$ cat src/rtl/waitstate_pkg.sv
// waitstate_pkg: shared FSM/mode types and the chip-select priority encoder
// Contents: state_e, mode_e, MAX_CHANNELS, lowest_set()
package waitstate_pkg;
    typedef enum logic [2:0] {IDLE, COUNT, WAIT_READY, DONE, FAULT} state_e;
    typedef enum logic {MODE_FIXED = 1'b0, MODE_READY = 1'b1} mode_e;
    localparam int MAX_CHANNELS = 16;
    // Index of the lowest set bit; 0 when no bit is set.
    function automatic logic [3:0] lowest_set(input logic [MAX_CHANNELS-1:0] v);
        lowest_set = '0;
        for (int i = MAX_CHANNELS - 1; i >= 0; i--)
            if (v[i]) lowest_set = 4'(i);
    endfunction
endpackage

$ cat src/rtl/waitstate_config_regs.sv
// waitstate_config_regs: per-channel delay/mode register file
// Ports: i_clock, i_reset_n (async, active-low) | i_write, i_wr_channel, i_wr_delay,
//        i_wr_mode: write port | i_rd_channel -> o_rd_delay, o_rd_mode: combinational read
module waitstate_config_regs
    import waitstate_pkg::*;
#(
    parameter int CHANNELS = 4,
    parameter int WIDTH = 4,
    parameter logic [WIDTH-1:0] DEFAULT_DELAY = 4'h1,
    localparam int CW = $clog2(CHANNELS)
) (
    input  logic             i_clock,
    input  logic             i_reset_n,
    input  logic             i_write,
    input  logic [CW-1:0]    i_wr_channel,
    input  logic [WIDTH-1:0] i_wr_delay,
    input  mode_e            i_wr_mode,
    input  logic [CW-1:0]    i_rd_channel,
    output logic [WIDTH-1:0] o_rd_delay,
    output mode_e            o_rd_mode
);
    logic [WIDTH-1:0] r_delay [CHANNELS];
    mode_e            r_mode  [CHANNELS];
    logic             w_wr_ok;

    // Writes addressing a channel that does not exist are dropped.
    assign w_wr_ok = i_write && (32'(i_wr_channel) < CHANNELS);

    always_ff @(posedge i_clock or negedge i_reset_n) begin
        if (!i_reset_n) begin
            for (int i = 0; i < CHANNELS; i++) begin
                r_delay[i] <= DEFAULT_DELAY;
                r_mode[i]  <= MODE_FIXED;
            end
        end else if (w_wr_ok) begin
            r_delay[i_wr_channel] <= i_wr_delay;
            r_mode[i_wr_channel]  <= i_wr_mode;
        end
    end

    assign o_rd_delay = r_delay[i_rd_channel];
    assign o_rd_mode  = r_mode[i_rd_channel];
endmodule

$ cat src/rtl/waitstate_controller.sv
// waitstate_controller: multi-channel configurable wait state generator with bus watchdog
// Ports: i_clock, i_reset_n (async, active-low) | i_cs, i_ext_ready: per-channel select/ready
//        i_cfg_write, i_cfg_channel, i_cfg_delay, i_cfg_mode: config write port
//        o_waitstate: extend cycle | o_timeout: watchdog fired | o_active_channel: latched channel
module waitstate_controller
    import waitstate_pkg::*;
#(
    parameter int CHANNELS = 4,
    parameter int WIDTH = 4,
    parameter logic [WIDTH-1:0] DEFAULT_DELAY = 4'h1,
    parameter int TIMEOUT_WIDTH = 8,
    parameter logic [TIMEOUT_WIDTH-1:0] TIMEOUT = 8'hFF,
    localparam int CW = $clog2(CHANNELS)
) (
    input  logic                i_clock,
    input  logic                i_reset_n,
    input  logic [CHANNELS-1:0] i_cs,
    input  logic [CHANNELS-1:0] i_ext_ready,
    input  logic                i_cfg_write,
    input  logic [CW-1:0]       i_cfg_channel,
    input  logic [WIDTH-1:0]    i_cfg_delay,
    input  logic                i_cfg_mode,
    output logic                o_waitstate,
    output logic                o_timeout,
    output logic [CW-1:0]       o_active_channel
);
    if (CHANNELS < 2 || CHANNELS > MAX_CHANNELS) begin : g_bad_channels
        $error("CHANNELS must be in 2..16");
    end
    // The counter stops at D, so the watchdog must outlast the longest fixed count.
    if (int'(TIMEOUT) <= 2**WIDTH - 1) begin : g_bad_timeout
        $error("TIMEOUT must exceed 2**WIDTH-1");
    end

    state_e                   r_state, w_state_nx;
    logic [CW-1:0]            r_chan, w_chan_nx;
    logic [WIDTH-1:0]         r_delay, w_delay_nx;
    mode_e                    r_mode, w_mode_nx;
    logic [WIDTH-1:0]         r_count, w_count_nx;
    logic [TIMEOUT_WIDTH-1:0] r_wdog, w_wdog_nx;
    logic                     w_any, w_start, w_count_hit, w_waitstate, w_timeout;
    logic [CW-1:0]            w_sel;
    logic [WIDTH-1:0]         w_live_delay;
    mode_e                    w_live_mode;

    waitstate_config_regs #(
        .CHANNELS      (CHANNELS),
        .WIDTH         (WIDTH),
        .DEFAULT_DELAY (DEFAULT_DELAY)
    ) u_regs (
        .i_clock      (i_clock),
        .i_reset_n    (i_reset_n),
        .i_write      (i_cfg_write),
        .i_wr_channel (i_cfg_channel),
        .i_wr_delay   (i_cfg_delay),
        .i_wr_mode    (mode_e'(i_cfg_mode)),
        .i_rd_channel (w_sel),
        .o_rd_delay   (w_live_delay),
        .o_rd_mode    (w_live_mode)
    );

    assign w_any       = |i_cs;
    assign w_sel       = CW'(lowest_set(MAX_CHANNELS'(i_cs)));
    // A new cycle starts from IDLE, or when a different channel takes over with no gap.
    assign w_start     = w_any && (r_state == IDLE || w_sel != r_chan);
    assign w_count_hit = r_count == r_delay;

    always_comb begin
        w_state_nx  = r_state;
        w_chan_nx   = r_chan;
        w_delay_nx  = r_delay;
        w_mode_nx   = r_mode;
        w_count_nx  = r_count;
        w_wdog_nx   = r_wdog;
        w_waitstate = 1'b0;
        w_timeout   = 1'b0;
        if (!w_any) begin
            w_state_nx = IDLE;
            w_count_nx = '0;
            w_wdog_nx  = '0;
        end else if (w_start) begin
            w_waitstate = w_live_delay != '0;
            w_chan_nx   = w_sel;
            w_delay_nx  = w_live_delay;
            w_mode_nx   = w_live_mode;
            w_count_nx  = WIDTH'(1);
            w_wdog_nx   = TIMEOUT_WIDTH'(1);
            w_state_nx  = w_live_delay != '0 ? COUNT : w_live_mode == MODE_READY ? WAIT_READY : DONE;
        end else begin
            case (r_state)
                COUNT: begin
                    // A fixed-count cycle releases the bus combinationally once the count is met.
                    w_waitstate = !w_count_hit || r_mode == MODE_READY;
                    w_count_nx  = w_count_hit ? r_count : r_count + 1'b1;
                    w_state_nx  = !w_count_hit ? COUNT : r_mode == MODE_READY ? WAIT_READY : DONE;
                end
                WAIT_READY: begin
                    w_waitstate = 1'b1;
                    w_state_nx  = i_ext_ready[r_chan] ? DONE : WAIT_READY;
                end
                FAULT:   w_timeout = 1'b1;
                default: w_waitstate = 1'b0;
            endcase
            // The watchdog overrides any other transition on the edge it expires.
            if (r_state == COUNT || r_state == WAIT_READY) begin
                w_wdog_nx = r_wdog + 1'b1;
                if (w_wdog_nx == TIMEOUT) w_state_nx = FAULT;
            end
        end
    end

    always_ff @(posedge i_clock or negedge i_reset_n) begin
        if (!i_reset_n) begin
            r_state <= IDLE;
            r_chan  <= '0;
            r_delay <= '0;
            r_mode  <= MODE_FIXED;
            r_count <= '0;
            r_wdog  <= '0;
        end else begin
            r_state <= w_state_nx;
            r_chan  <= w_chan_nx;
            r_delay <= w_delay_nx;
            r_mode  <= w_mode_nx;
            r_count <= w_count_nx;
            r_wdog  <= w_wdog_nx;
        end
    end

    assign o_waitstate      = i_reset_n && w_waitstate;
    assign o_timeout        = i_reset_n && w_timeout;
    assign o_active_channel = r_chan;
endmodule
$ cat config.mk
export PLATFORM = sky130hd
export DESIGN_NAME = waitstate_controller
export DESIGN_NICKNAME = d
export VERILOG_FILES = /design/src/rtl/waitstate_pkg.sv /design/src/rtl/waitstate_config_regs.sv /design/src/rtl/waitstate_controller.sv
export SDC_FILE = /design/constraint.sdc
export NUM_CORES = 1
export LEC_CHECK = 0
export CAP_MARGIN = 25
export CORE_ASPECT_RATIO = 0.75
export CORE_MARGIN = 1.5
export CORE_UTILIZATION = 40
export CTS_CLUSTER_SIZE = 30
export DETAILED_ROUTE_END_ITERATION = 8
export PLACE_DENSITY = 0.6
export RECOVER_POWER = 100
export SLEW_MARGIN = 20
export SYNTH_ARGS = -nofsm -noshare
export SYNTH_HDL_FRONTEND = slang
export SYNTH_SLANG_ARGS = --single-unit
$ cat constraint.sdc
create_clock -name i_clock -period 2.81 [get_ports i_clock]
set_input_delay 0.562 -clock i_clock [delete_from_list [all_inputs] [get_ports i_clock]]
set_output_delay 0.562 -clock i_clock [all_outputs]
set_load 0.05 [all_outputs]
Word level (Yosys, flattened, before mapping)
Index checks and enable logic that the tools add are counted.

operators by class
  $add $sub $neg = 2
  magnitude comparators = 4
  eq/ne operators = 9
  mux-type cells = 41
  bitwise logic cells = 2
  reductions and logical operators = 13

operators by type and width
  kind                                                                      count
  4-bit two-way mux                                                         7
  8-bit two-way mux                                                         3
  16-bit bitwise mux                                                        1
  1-bit two-way mux                                                         12
  2-bit two-way mux                                                         6
  3-bit two-way mux                                                         4
  8-bit by 1-bit adder with 8-bit output (second input constant)            1
  4-bit binary-select mux with 2-bit select                                 1
  4-bit demux with 2-bit select                                             1
  8-bit equality test (second input constant)                               1
  3-bit greater-or-equal comparator (second input constant)                 2
  3-bit by 1-bit inequality test with 1-bit output (second input constant)  2
  2-bit inverter with 3-bit output                                          2
  3-bit one-hot mux with 2 select lines                                     1
  4-bit by 1-bit adder with 4-bit output (second input constant)            1
  1-bit binary-select mux with 2-bit select                                 2
  4-bit bitwise mux                                                         1
  4-bit equality test                                                       1
  1-bit logical AND                                                         4
  2-bit AND reduction                                                       2
  4-bit nonzero test                                                        1
  4-bit OR reduction                                                        1
  3-bit by 1-bit equality test with 1-bit output (second input constant)    1
  3-bit by 2-bit equality test with 1-bit output (second input constant)    1
  other kinds (10)                                                          12

word-level totals
  flip-flop bits (word level) = 42
  bits of input ports = 18
  output and inout port bits = 4
  word-level logic and storage cells = 85

Longest topological paths before layout
  depth in word-level cells = 12
  depth in mapped cells = 8
  depth with buffers taken out = 7

Hierarchy
From an unflattened synthesis, not the netlist that was laid out.

second synthesis, totals
  cell total of the unflattened synthesis = 193
  area total of the unflattened synthesis = 2292.2 µm²

modules (own cells, without submodules)
  module                 instances  cells an instance  area an instance (µm²)  sequential area each (µm²)
  waitstate_controller   1          143                1391.3                  550.5
  waitstate_config_regs  1          50                 900.9                   505.5

Worst setup path before layout
OpenSTA, ideal clock, no wires.

  kind = input to output
  start = input port i_cs[3]
  end = output port o_timeout
  arrival time = 2.999 ns
  required time = 2.248 ns
  slack = -0.751 ns
  cell stages on the path = 7
  buffers on the path = 1
  path through = nor2b_4 -> o21bai_4 -> xor2_1 -> and3_1 -> buf_2 -> nand2_1 -> nor4_1

between the ends
  cells in the longest elaborated chain, start to end = 10
  elaborated cells between the ends (all ways) = 11
  those cells by class = eq/ne: 1; mux: 6; reduce/logical: 4

RTL lines
  element                          line                         text
  start: declaration               waitstate_controller.sv:17   input logic [CHANNELS-1:0] i_cs,
  2-bit two-way mux (4 in series)  waitstate_pkg.sv:11          if (v[i]) lowest_set = 4'(i);
  2-bit inequality test            waitstate_controller.sv:65   assign w_start = w_any && (r_state == IDLE || w_sel != r_chan);
  1-bit logical OR                 waitstate_controller.sv:65
  1-bit logical AND                waitstate_controller.sv:65
  1-bit two-way mux                waitstate_controller.sv:81   end else if (w_start) begin
  1-bit two-way mux (*)            waitstate_controller.sv:77   if (!w_any) begin
  1-bit logical AND (*)            waitstate_controller.sv:131  assign o_timeout = i_reset_n && w_timeout;
  end: declaration                 waitstate_controller.sv:24   output logic o_timeout,

Mark *: on every way between the ends. The rest lies on a longest branch, timed or not.

Final worst setup path
  start = input port i_cs[3]
  end = output port o_waitstate

between the ends
  cells in the longest elaborated chain, start to end = 12
  elaborated cells between the ends (all ways) = 16
  those cells by class = eq/ne: 1; mux: 9; bitwise: 1; reduce/logical: 5

RTL lines
  element                                                 line                         text
  2-bit two-way mux (4 in series)                         waitstate_pkg.sv:11
  2-bit inverter with 3-bit output (implied by the code)  waitstate_config_regs.sv:41  assign o_rd_delay = r_delay[i_rd_channel];
  4-bit binary-select mux with 2-bit select               waitstate_config_regs.sv:41
  4-bit two-way mux (implied by the code) (2 in series)   waitstate_config_regs.sv:41
  4-bit nonzero test                                      waitstate_controller.sv:82   w_waitstate = w_live_delay != '0;
  1-bit two-way mux                                       waitstate_controller.sv:81
  1-bit two-way mux (*)                                   waitstate_controller.sv:77
  1-bit logical AND (*)                                   waitstate_controller.sv:130  assign o_waitstate = i_reset_n && w_waitstate;
  end: declaration                                        waitstate_controller.sv:23   output logic o_waitstate,

Mark *: on every way between the ends. The rest lies on a longest branch, timed or not. The select of a mux whose other input is x is not followed.

==> results.yml <==
finish:
  area_growth_pct: 25.13
  n_antenna_cell: 0
  layout.nets: 240
  layout_commonest_cell: "dfrtp_1"
  fillCellCount: 466
  drive_gt1_share_pct: 34.55
  final_cell_mix: "dfrtp_1, mux2_2, clkdlybuf4s50_1, buf_4, nor2_1"
timing:
  tightestPinTransition_ns: 1.354
  slew_viol_final: 0
  setup_viol: 1
  hold_slack_ns: 0.2696
  relSlewSlack_pct: 9.713
  rsz0062_at_grt: "true"
  finClkSkew_ns: 0.01376
  fmax_ghz: 0.3442
  layout_setup_ws_ns: -0.09487
  hold_violations: 0
  period_share_pct: 103.4
  fin_crit_ns: 2.905
die:
  die_area_sq_um: 5922
  dieWidth_microns: 88.36
  core-area_sq_um: 5295
  start_util_pct: 41.28
  die_h_microns: 67.02
  io_pins: 22
  num_rows: 23
clock_tree:
  cts_buffer_depth: 2
  insertion_delay_ns: 0.29
  cts.sinks: 42
  path_clk_slew_ns: 0.09
  cts_buffers: 5
  htreeDepth: 2
  holdBufCountCts: 0
  cts_root_buffer: "clkbuf_8"
  cts_tree: "done"
synthesis:
  ys_ff_latch: 42
  yosys_warnings: 0
  yosysUniqueCellTypes: 42
  avgSynthCellArea_sq_um: 12.49
  netlist_instances: 175
  yosysSeqAreaShare_pct: 48.31
  syn_nets: 196
  syn-cell-area_sq_um: 2186
setup_path:
  r2r_cells: 6
  path_cells: "buf_6 -> nor2b_4 -> o21bai_4 -> mux4_2 -> nor4_4 -> nor3_2 -> o21a_1 -> buf_6"
  critPathSlowestCell: "mux4_2"
  end_kind: "output pin"
  reg2reg_to: "r_state[0]$_DFF_PN0_"
  critPathBufInv: 2
  worst-path-max-fanout: 5
  max_stage_delay_ns: 0.58
  arrival_ns: 2.34
  required_ns: 2.25
  r2r-start: "r_state[0]$_DFF_PN0_"
  critical_path.most_common_cell: "buf_6"
  crit_family: "multiplexers"
  crit_type: "in -> out"
  start_kind: "input port"
  r2r_slack_ns: 0.76
placed_design:
  dpl.hpwl_microns: 3446
  port_buffers: 21
  gp_congestion: 0.8227
power_and_ir_drop:
  vdd_drop_max_uv: 239.3
  combPwrFrac_pct: 32.8
  power.share.sequential_pct: 45.5
  power.total_mw: 1.889
  cellInternalPower_mw: 1.265
  power.leakage_nw: 1.134
  p_sw_share_pct: 33.03
  powerDensity_nw_per_um2: 690.6
  pwr-share-clk_pct: 21.6
  p_sw_mw: 0.6239
drt:
  wirelength_microns: 4544
  wl_per_cell_microns: 15.40
  drt_iter0_markers: 84
  vias: 1531
  postRouteAntennaNets: 0
  viasPerCell: 5.190
  drt_first_pass_iters: 5
  drc_errors: 0
worst_hold_path:
  min_path_type: "in -> async"
run_status:
  outcome: "finished, violations left"
  violations: "negative setup slack"
global_route:
  grt_start_max_net_pins: 26
  overflow: 0
  grt_pass1_wl_microns: 7603
  antenna_found_initial: 0
  track_usage_pct: 17.26
  grt_pass1_vias: 1578
job:
  max_cap_violations: 0
per-layer routing:
layer,vias up,GRT usage (%),wire length (microns)
li1,726,-,-
met1,752,24.76,2262
met2,46,25.95,2005
met3,7,3.841,221
met4,0,5.273,55
met5,-,0,0
final cells by class:
type	count	area [sq um]	share of cell area [%]
tap	75	93.84	3.431
inverter	5	18.77	0.6862
multi-input combinational	126	1127	41.22
clock inverter	2	12.51	0.4575
clock buffer	6	82.58	3.019
sequential	42	1056	38.61
timing repair buffer	39	344.1	12.58
cell families (layout without fill, tap and decap cells):
logic type	count (synthesis)	in the layout	share of synthesized area, %
compound gates	20	20	7.098
xor+xnor	17	17	6.812
fa+ha+maj	3	3	1.717
buf+inv	7	52	1.317
flops	42	42	48.31
mux	32	32	19.86
simple gates	54	54	14.88
state kept, by name, summed over array words and instances, names as in the netlist:
name / count
o_active_channel: 2
r_count: 4
r_delay: 4
r_mode: 1
r_state: 3
r_wdog: 8
u_regs.r_delay: 16
u_regs.r_mode: 4
Yosys cell counts, drive strengths merged:
| master | count | area, sq um |
|---|---|---|
| nor4 | 4 | 46.29 |
| a211oi | 2 | 15.01 |
| and3 | 3 | 18.77 |
| o211a | 2 | 20.02 |
| nor4b | 2 | 17.52 |
| nand2b | 2 | 12.51 |
| dfrtp | 38 | 950.9 |
| nand2 | 11 | 41.29 |
| inv | 5 | 18.77 |
| buf | 2 | 10.01 |
| mux2i | 1 | 10.01 |
| nand3 | 3 | 15.01 |
| nor3b | 2 | 15.01 |
| a31oi | 3 | 25.02 |
| mux4 | 6 | 142.6 |
| nor2 | 13 | 48.80 |
| o21a | 1 | 7.510 |
| nand4 | 5 | 31.28 |
| a21o | 2 | 15.01 |
| a22oi | 1 | 7.510 |
| dfstp | 4 | 105.1 |
| xor2 | 12 | 105.1 |
| ha | 3 | 37.54 |
| nand3b | 2 | 15.01 |
| o21bai | 1 | 18.77 |
| or4 | 1 | 7.510 |
| or3 | 1 | 6.260 |
| mux2 | 25 | 281.5 |
| o21ai | 2 | 10.01 |
| a21oi | 5 | 28.78 |
| nor3 | 2 | 21.27 |
| o31ai | 1 | 7.510 |
| xnor2 | 5 | 43.79 |
| and4 | 1 | 8.760 |
| nor2b | 2 | 20.02 |
what timing repair did:
action                     in CTS  in global routing
gates resized for setup        17                  7
setup endpoints to repair       2                  2
setup buffers                   1                  3
pin swaps                       7                  6
through the flow:
stage	setup TNS (ns)	setup WS [ns]	util, %	area [sq um]	std cells
2_1_floorplan	0	0.03017	-	2201	175
3_3_place_gp	-0.8984	-0.5257	49.15	2603	283
3_5_place_dp	-1.006	-0.5541	49.15	2603	283
4_1_cts	-0.2316	-0.1677	51.11	2706	292
5_1_grt	-0.1984	-0.1984	51.65	2735	295
6_report	-0.09487	-0.09487	51.65	2735	295
worst reg2reg max path: stages, from the launching register on:
cell	delay, ns
dfrtp_1	0.48
nand2b_1	0.21
a21oi_2	0.39
nand4_1	0.16
a211oi_1	0.41
o21ai_0	0.16
o211a_1	0.14
power groups by stage:
stage          Sequential (mW)  Combinational (mW)  Clock, mW
2_1_floorplan            0.839               0.423          0
3_3_place_gp             0.865               0.580          0
3_5_place_dp             0.871               0.606          0
4_1_cts                  0.858               0.618      0.415
5_1_grt                  0.880               0.682      0.440
6_report                 0.860               0.621      0.409
how the worst max path moves through the flow:
| stage | startpoint | endpoint | slack (ns) | depth (start not counted) |
|---|---|---|---|---|
| after floorplan | i_cs[3] | o_waitstate | 0.03 | 6 |
| after global placement | i_cs[2] | o_waitstate | -0.53 | 8 |
| after detailed placement | i_cs[2] | o_waitstate | -0.55 | 8 |
| after CTS | i_cs[3] | o_waitstate | -0.17 | 8 |
| after global routing | i_cs[3] | o_waitstate | -0.20 | 8 |
| final | i_cs[3] | o_waitstate | -0.09 | 8 |
Note: power is estimated with default switching activity, not from simulation.
